### config.mk
export PLATFORM = sky130hd
export DESIGN_NAME = kernel_host
export DESIGN_NICKNAME = d
export VERILOG_FILES = /design/src/rtl/kernel_host.sv
export SDC_FILE = /design/constraint.sdc
export NUM_CORES = 1
export LEC_CHECK = 0
export BUFFER_PORTS_ARGS = -buffer_cell sky130_fd_sc_hd__buf_2
export CORE_AREA = 2 2 256 258
export DETAILED_ROUTE_END_ITERATION = 7
export DIE_AREA = 0 0 258 260
export GPL_TIMING_DRIVEN = 0
export SYNTH_ARGS = -nofsm -noshare
export SYNTH_HDL_FRONTEND = slang
export SYNTH_SLANG_ARGS = --single-unit
### constraint.sdc
create_clock -name clk -period 2.5 [get_ports clk]
set_input_delay 0.375 -clock clk [delete_from_list [all_inputs] [get_ports clk]]
set_output_delay 0.375 -clock clk [all_outputs]
set_load 0.01 [all_outputs]
### src/rtl/kernel_host.sv
// kernel_host: initiator side of a synthesized kernel's load/start/done
// interface. Gathers N_ARGS operands from a valid/ready stream, loads them
// onto the kernel's parallel init buses, starts the kernel, and returns the
// result on a valid/ready stream.
//
// Optional feature macro: KERNEL_HOST_TIMEOUT_EN
//   Defined   -> RUN watchdog. After TIMEOUT_CYCLES RUN cycles without
//                k_w_enable, the host emits out_data = 0 with out_err = 1.
//   Undefined -> RUN waits indefinitely and out_err is tied 0.
//
// Handshake semantics (both streams): a word transfers on every rising clk
// edge where valid && ready are both high. A producer holds valid and data
// stable until that transfer happens. in_ready and out_valid are registered.
//
// All outputs except k_init and out_err are registered copies of decisions
// taken from the next state. This means k_r_enable, busy, in_ready and
// out_valid always change on the same edge as the state itself.
module kernel_host #(
    parameter int N_ARGS         = 7,
    parameter int DATA_W         = 64,
    parameter int TIMEOUT_CYCLES = 1024
) (
    input  logic                     clk,
    input  logic                     rst_n,
    input  logic                     in_valid,
    output logic                     in_ready,
    input  logic [DATA_W-1:0]        in_data,
    output logic                     out_valid,
    input  logic                     out_ready,
    output logic [DATA_W-1:0]        out_data,
    output logic                     out_err,
    output logic                     busy,
    output logic                     k_r_enable,
    output logic [N_ARGS*DATA_W-1:0] k_init,
    input  logic                     k_w_enable,
    input  logic [DATA_W-1:0]        k_result
);

    localparam int CNT_W = $clog2(N_ARGS);
    localparam logic [CNT_W-1:0] LAST_ARG = CNT_W'(N_ARGS - 1);

    typedef enum logic [1:0] {
        ST_COLLECT = 2'd0,
        ST_LOAD    = 2'd1,
        ST_RUN     = 2'd2,
        ST_EMIT    = 2'd3
    } state_t;

    state_t              state_q, state_d;
    logic [CNT_W-1:0]    cnt_q, cnt_d;
    logic [DATA_W-1:0]   arg_q [N_ARGS];
    logic [DATA_W-1:0]   arg_d [N_ARGS];
    logic [DATA_W-1:0]   out_data_q, out_data_d;
    logic                out_valid_q, out_valid_d;
    logic                in_ready_q, in_ready_d;
    logic                busy_q, busy_d;
    logic                k_r_enable_q, k_r_enable_d;
    logic                in_fire;
    logic                out_fire;

`ifdef KERNEL_HOST_TIMEOUT_EN
    localparam int TMO_W = $clog2(TIMEOUT_CYCLES);
    localparam logic [TMO_W-1:0] TMO_LAST = TMO_W'(TIMEOUT_CYCLES - 1);

    logic [TMO_W-1:0]    tmo_q, tmo_d;
    logic                out_err_q, out_err_d;
`else
    logic                unused_timeout;
    assign unused_timeout = (TIMEOUT_CYCLES != 0);
`endif

    assign in_fire  = in_valid && in_ready_q;
    assign out_fire = out_valid_q && out_ready;

    // Next-state and next-output decisions for the whole job sequence.
    always_comb begin
        state_d    = state_q;
        cnt_d      = cnt_q;
        arg_d      = arg_q;
        out_data_d = out_data_q;
`ifdef KERNEL_HOST_TIMEOUT_EN
        tmo_d      = tmo_q;
        out_err_d  = out_err_q;
`endif

        case (state_q)
            ST_COLLECT: begin
                if (in_fire) begin
                    arg_d[cnt_q] = in_data;
                    if (cnt_q == LAST_ARG) begin
                        cnt_d   = '0;
                        state_d = ST_LOAD;
                    end else begin
                        cnt_d = cnt_q + 1'b1;
                    end
                end
            end
            ST_LOAD: begin
                // The kernel latches k_init at the end of this cycle.
                state_d = ST_RUN;
`ifdef KERNEL_HOST_TIMEOUT_EN
                tmo_d   = '0;
`endif
            end
            ST_RUN: begin
                // A completion in the same cycle as the watchdog limit wins.
                if (k_w_enable) begin
                    out_data_d = k_result;
                    state_d    = ST_EMIT;
`ifdef KERNEL_HOST_TIMEOUT_EN
                    out_err_d  = 1'b0;
                end else if (tmo_q == TMO_LAST) begin
                    out_data_d = '0;
                    out_err_d  = 1'b1;
                    state_d    = ST_EMIT;
                end else begin
                    tmo_d = tmo_q + 1'b1;
`endif
                end
            end
            ST_EMIT: begin
                if (out_fire) begin
                    state_d = ST_COLLECT;
                end
            end
            default: begin
                state_d = ST_COLLECT;
            end
        endcase

        in_ready_d   = (state_d == ST_COLLECT);
        busy_d       = (state_d == ST_LOAD) || (state_d == ST_RUN);
        k_r_enable_d = (state_d != ST_RUN);
        out_valid_d  = (state_d == ST_EMIT);
    end

    // State, argument and output registers; reset holds the kernel in load.
    always_ff @(posedge clk or negedge rst_n) begin
        if (!rst_n) begin
            state_q      <= ST_COLLECT;
            cnt_q        <= '0;
            arg_q        <= '{default: '0};
            out_data_q   <= '0;
            out_valid_q  <= 1'b0;
            in_ready_q   <= 1'b0;
            busy_q       <= 1'b0;
            k_r_enable_q <= 1'b1;
`ifdef KERNEL_HOST_TIMEOUT_EN
            tmo_q        <= '0;
            out_err_q    <= 1'b0;
`endif
        end else begin
            state_q      <= state_d;
            cnt_q        <= cnt_d;
            arg_q        <= arg_d;
            out_data_q   <= out_data_d;
            out_valid_q  <= out_valid_d;
            in_ready_q   <= in_ready_d;
            busy_q       <= busy_d;
            k_r_enable_q <= k_r_enable_d;
`ifdef KERNEL_HOST_TIMEOUT_EN
            tmo_q        <= tmo_d;
            out_err_q    <= out_err_d;
`endif
        end
    end

    assign in_ready   = in_ready_q;
    assign out_valid  = out_valid_q;
    assign out_data   = out_data_q;
    assign busy       = busy_q;
    assign k_r_enable = k_r_enable_q;

`ifdef KERNEL_HOST_TIMEOUT_EN
    assign out_err = out_err_q;
`else
    assign out_err = 1'b0;
`endif

    for (genvar g = 0; g < N_ARGS; g++) begin : g_init
        assign k_init[g*DATA_W +: DATA_W] = arg_q[g];
    end

endmodule

## After elaboration in Yosys (flattened, before gate mapping)

Cells that the tools add are included.
Widths: inputs -> output; s select.

- Output and inout bits: 517
- Input bits: 133
- Bits in registers: 521
- Logic and storage cells: 43

- Reductions and logical operators: 8
- Magnitude comparators: 2
- Equality and inequality tests: 8
- Add/subtract/negate cells: 1
- Bitwise gates (word level): 1
- Multiplexer cells: 9

Operators with widths:

| kind | number |
|---|---|
| $bwmux 448 | 1 |
| $demux 64 s3 | 1 |
| $mux 64 | 1 |
| $eq 2x2->1 const B | 4 |
| $mux 2 | 4 |
| $pmux 2 s4 | 1 |
| $eq 2x1->1 const B | 2 |
| $ge 4x4->1 const B | 1 |
| $logic_not 2->1 | 2 |
| $lt 4x1->1 const B | 1 |
| $not 3->4 | 1 |
| $reduce_and 2->1 | 2 |
| $add 3x1->3 const B | 1 |
| $eq 3x3->1 const B | 1 |
| $logic_and 1x1->1 | 3 |
| $mux 3 | 1 |
| $ne 2x2->1 const B | 1 |
| $logic_or 1x1->1 | 1 |

## Depth between registers and ports, before layout

- Depth in word-level cells: 6
- Gate-level depth with buffers: 8
- Depth with buffers taken out: 5

## Worst setup path after synthesis

No wires, ideal clock.

- Path type: flip-flop to flip-flop
- From: register state_q[0]
- To: register busy_q, in the netlist busy
- Data arrival time: 1.827 ns
- Cell stages (with the launch flop): 9
- Path buffers: 3
- Setup slack: 0.560 ns
- Required time: 2.387 ns
- Cells stage by stage: dfrtp_1 nor4bb_2 buf_4 and4b_4 buf_12 buf_8 a21oi_1 ha_1 inv_1

- Word-level cells in the longest chain between the ends: 5

Ends and longest elaborated chain:

| item | line | text |
|---|---|---|
| start: declaration | 49 | `state_t state_q, state_d;` |
| start signal: assignment | 153 | `state_q <= state_d;` |
| $mux 2 | 90 | `if (cnt_q == LAST_ARG) begin` |
| $mux 2 | 88 | `if (in_fire) begin` |
| $pmux 2 s4 (*) | 86 | `case (state_q)` |
| $eq 2x1->1 / $eq 2x2->1 (equally long branches) | 132 | `busy_d = (state_d == ST_LOAD) \|\| (state_d == ST_RUN);` |
| $logic_or 1x1->1 (*) | 132 |  |
| named net busy_d | 56 | `logic busy_q, busy_d;` |
| end signal: assignment | 159 | `busy_q <= busy_d;` |
| end: declaration | 56 |  |

The timed path passes the listed nets; every way through them passes the cells marked *.
A chain may end at the register's enable or synchronous reset.

## Final worst setup path

- From: register state_q[1]
- To: register busy_q, in the netlist busy

Same word-level chain as after synthesis.

==> out/results.ini <==
[critical_path]
rrSetupSlack_ps=180
r2r-end=busy
required_ps=2980
r2r_start=state_q[1]
cp.arrival_ps=2810
critPathCaptureType=register
crit_path_max_fanout=10
ff2ff_path_depth=9
critPathKind=reg -> reg
start_kind=register

[pwr]
vdd_drop_max_v=0.000724
p_per_area_nw_per_um2=1220
leakagePower_nw=13.9

[outcome]
status=finished clean

[timing]
finalHoldViolCount=0
fmax_ghz=0.431
hold_slack_ps=60.1
finalCritPeriodShare_pct=92.9
rsz0062_at_grt=false
slew_violations=0
relSlewSlack_pct=53.7
finClkSkew_ps=11.7
fin_tns_setup_ps=0
layout_min_cycle_time_ps=2320
final-setup-viol-count=0
worst_pin_slew_ps=694
worst_slack_ps=177

[synth]
synth_seq_cells=521
yosysTopAreaCell=dfrtp_1
synth.distinct_cells=29
synth_nets=1259
syn_area_um2=19900
ys_warn_count=0
synth-main-ff-cell=dfrtp_1
synthArstFlopShare_pct=100
syn_area_per_cell_um2=17.7
seq_area_frac_synth_pct=65.5
syn_inst=1123
synth.top_cell.area_share_pct=65.4
yosysMostFrequentCell=dfrtp_1
ys_top_cells_by_area=dfrtp_1 65%, mux2_2 23%, mux2_4 6.8%
synthTopCellsByCount=520 x dfrtp_1, 413 x mux2_2, 90 x mux2_4
synth_enable_flop_cells=0

[clocking]
clockRootBuffer=clkbuf_16
cts_buffers=56
clk_pin_slew_ps=60
clock_latency_ps=600
cts_tree=done
clockBufferDepth=3
htreeDepth=2
cts_sinks=521

[grt]
antenna_found_initial=3
grt_util_met1_pct=20.7
first_global_vias=13600
grt-ovfl-total=0
grt_busiest_layer=met2
grt_pass1_wl_um=87800
grt_util_all_layers_pct=17.2
grt_util_met3_pct=4.61
grt_start_max_net_pins=129
met2_usage_pct=29.8

[cells_and_area]
multi_input_area_um2=6350
final_cells=2794
regArea_um2=13000
nets=2032
final.fill_count=5997
final_area_um2=26800
area_growth_pct=34.8
drive_gt1_share_pct=67.4

[route]
remaining_drc_errors=0
wl_per_cell_um=21.4
routed_wl_um=59800
vias=12600
drt-pass1-iter-count=4
ant_nets=0
vias_per_cell=4.50
drt_iter0_drc=663

[die]
die_area_um2=67100
die_w_um=258
fp.dieH_um=260
core-area_um2=64100
rows=93
io-pin-count=650
initial_core_util_pct=31.0

[run]
maxCapViolCount=0

[min_path]
hold_path_end=out_data[39]
hold_class=in -> reg
hold_depth=2
min_from=k_result[39]

[placement]
dp_hpwl_um=43700
gp_congestion=0.824
io_buffers=648
place_ws_ps=-152
post_dp_cell_area_um2=24300
place_inst=2630

metrics by stage:
step / power, mW / util [%]
after floorplan: 19.1 / -
after global placement: 24.3 / 37.8
after detailed placement: 24.6 / 38.0
after CTS: 33.2 / 41.8
after global routing: 34.5 / 41.9
final: 32.8 / 41.9
placed cells by master, fill, tap and decap left out, drive strengths merged:
master       synthesis  routed
clkinv               0      10
dfstp                1       1
clkbuf               3      84
nor4bb               1       1
nand2                3       3
diode                0       3
nor3b                2       2
mux2               513     513
inv                  3       5
and4b                3       3
nand3                1       1
nor2b                1       1
o21a                 2       2
a21o                 2       2
buf                 54     707
nand4                1       1
nor2                 2       2
a21oi                4       4
conb                 1       1
bufinv               0       4
a31oi                1       1
ha                   3       3
clkinvlp             0       1
nand3b               2       2
dlygate4sd3          0      62
dfrtp              520     520
final cells by class:
class / count / share of cell area [%]
Buffer: 57 / 1.90
Multi-Input combinational cell: 542 / 23.7
Sequential cell: 521 / 48.6
Clock inverter: 17 / 0.741
Inverter: 3 / 0.0420
Tap cell: 855 / 3.99
Clock buffer: 81 / 6.17
Timing Repair Buffer: 715 / 14.9
Antenna cell: 3 / 0.0280
registers in the layout, indices dropped and copies added (netlist names):
name        count
k_init        448
out_valid       1
k_r_enable      1
cnt_q           3
in_ready        1
state_q         2
out_data       64
busy            1
what timing repair did:
| item | in CTS | in global routing |
|---|---|---|
| gates resized for setup | 1 | 0 |
| endpoints found under the hold margin | 111 | 0 |
| hold buffers | 62 | 0 |
| endpoints found under the setup margin | 323 | 2 |
| setup buffers | 0 | 1 |
| pin swaps | 0 | 1 |
layer usage:
metal,part of all wire (%),wire (um)
met1,40,23800
met2,50,30100
met3,6.7,4000
met4,3.1,1880
met5,0,0
critical path, cell delays in order, from the launching register on:
cell	delay, ps
dfrtp_1	460
nor4bb_4	300
buf_4	180
buf_4	180
and4b_4	310
buf_12	180
buf_8	170
a21oi_1	80
ha_1	310
inv_1	40
where the power goes:
group / internal (mW) / switching (mW) / total [mW] / leakage, nW
clock: 4.97 / 3.35 / 8.32 / 0.920
sequential: 12.0 / 1.81 / 13.8 / 6.66
combinational: 5.41 / 5.28 / 10.7 / 6.28
total: 22.4 / 10.4 / 32.8 / 13.9
logic make-up (layout without fill, tap and decap cells):
family,after synthesis,in the layout,share of synthesized area [%]
flops,521,521,65.5
mux,513,513,30.7
buf+inv,60,873,2.62
simple gates,16,16,0.673
compound gates,9,9,0.283
fa+ha+maj,3,3,0.189
other cells,1,4,0.0188
how the worst max path moves through the flow:
| stage | startpoint | to |
|---|---|---|
| floorplan | state_q[0] | busy |
| finish | state_q[1] | busy |
| detailed placement | state_q[0] | k_init[303] |
| global route | state_q[1] | busy |
| global placement | rst_n | k_init[198] |
| CTS | state_q[0] | k_init[303] |
No activity file was read; power rests on OpenSTA's default activity.
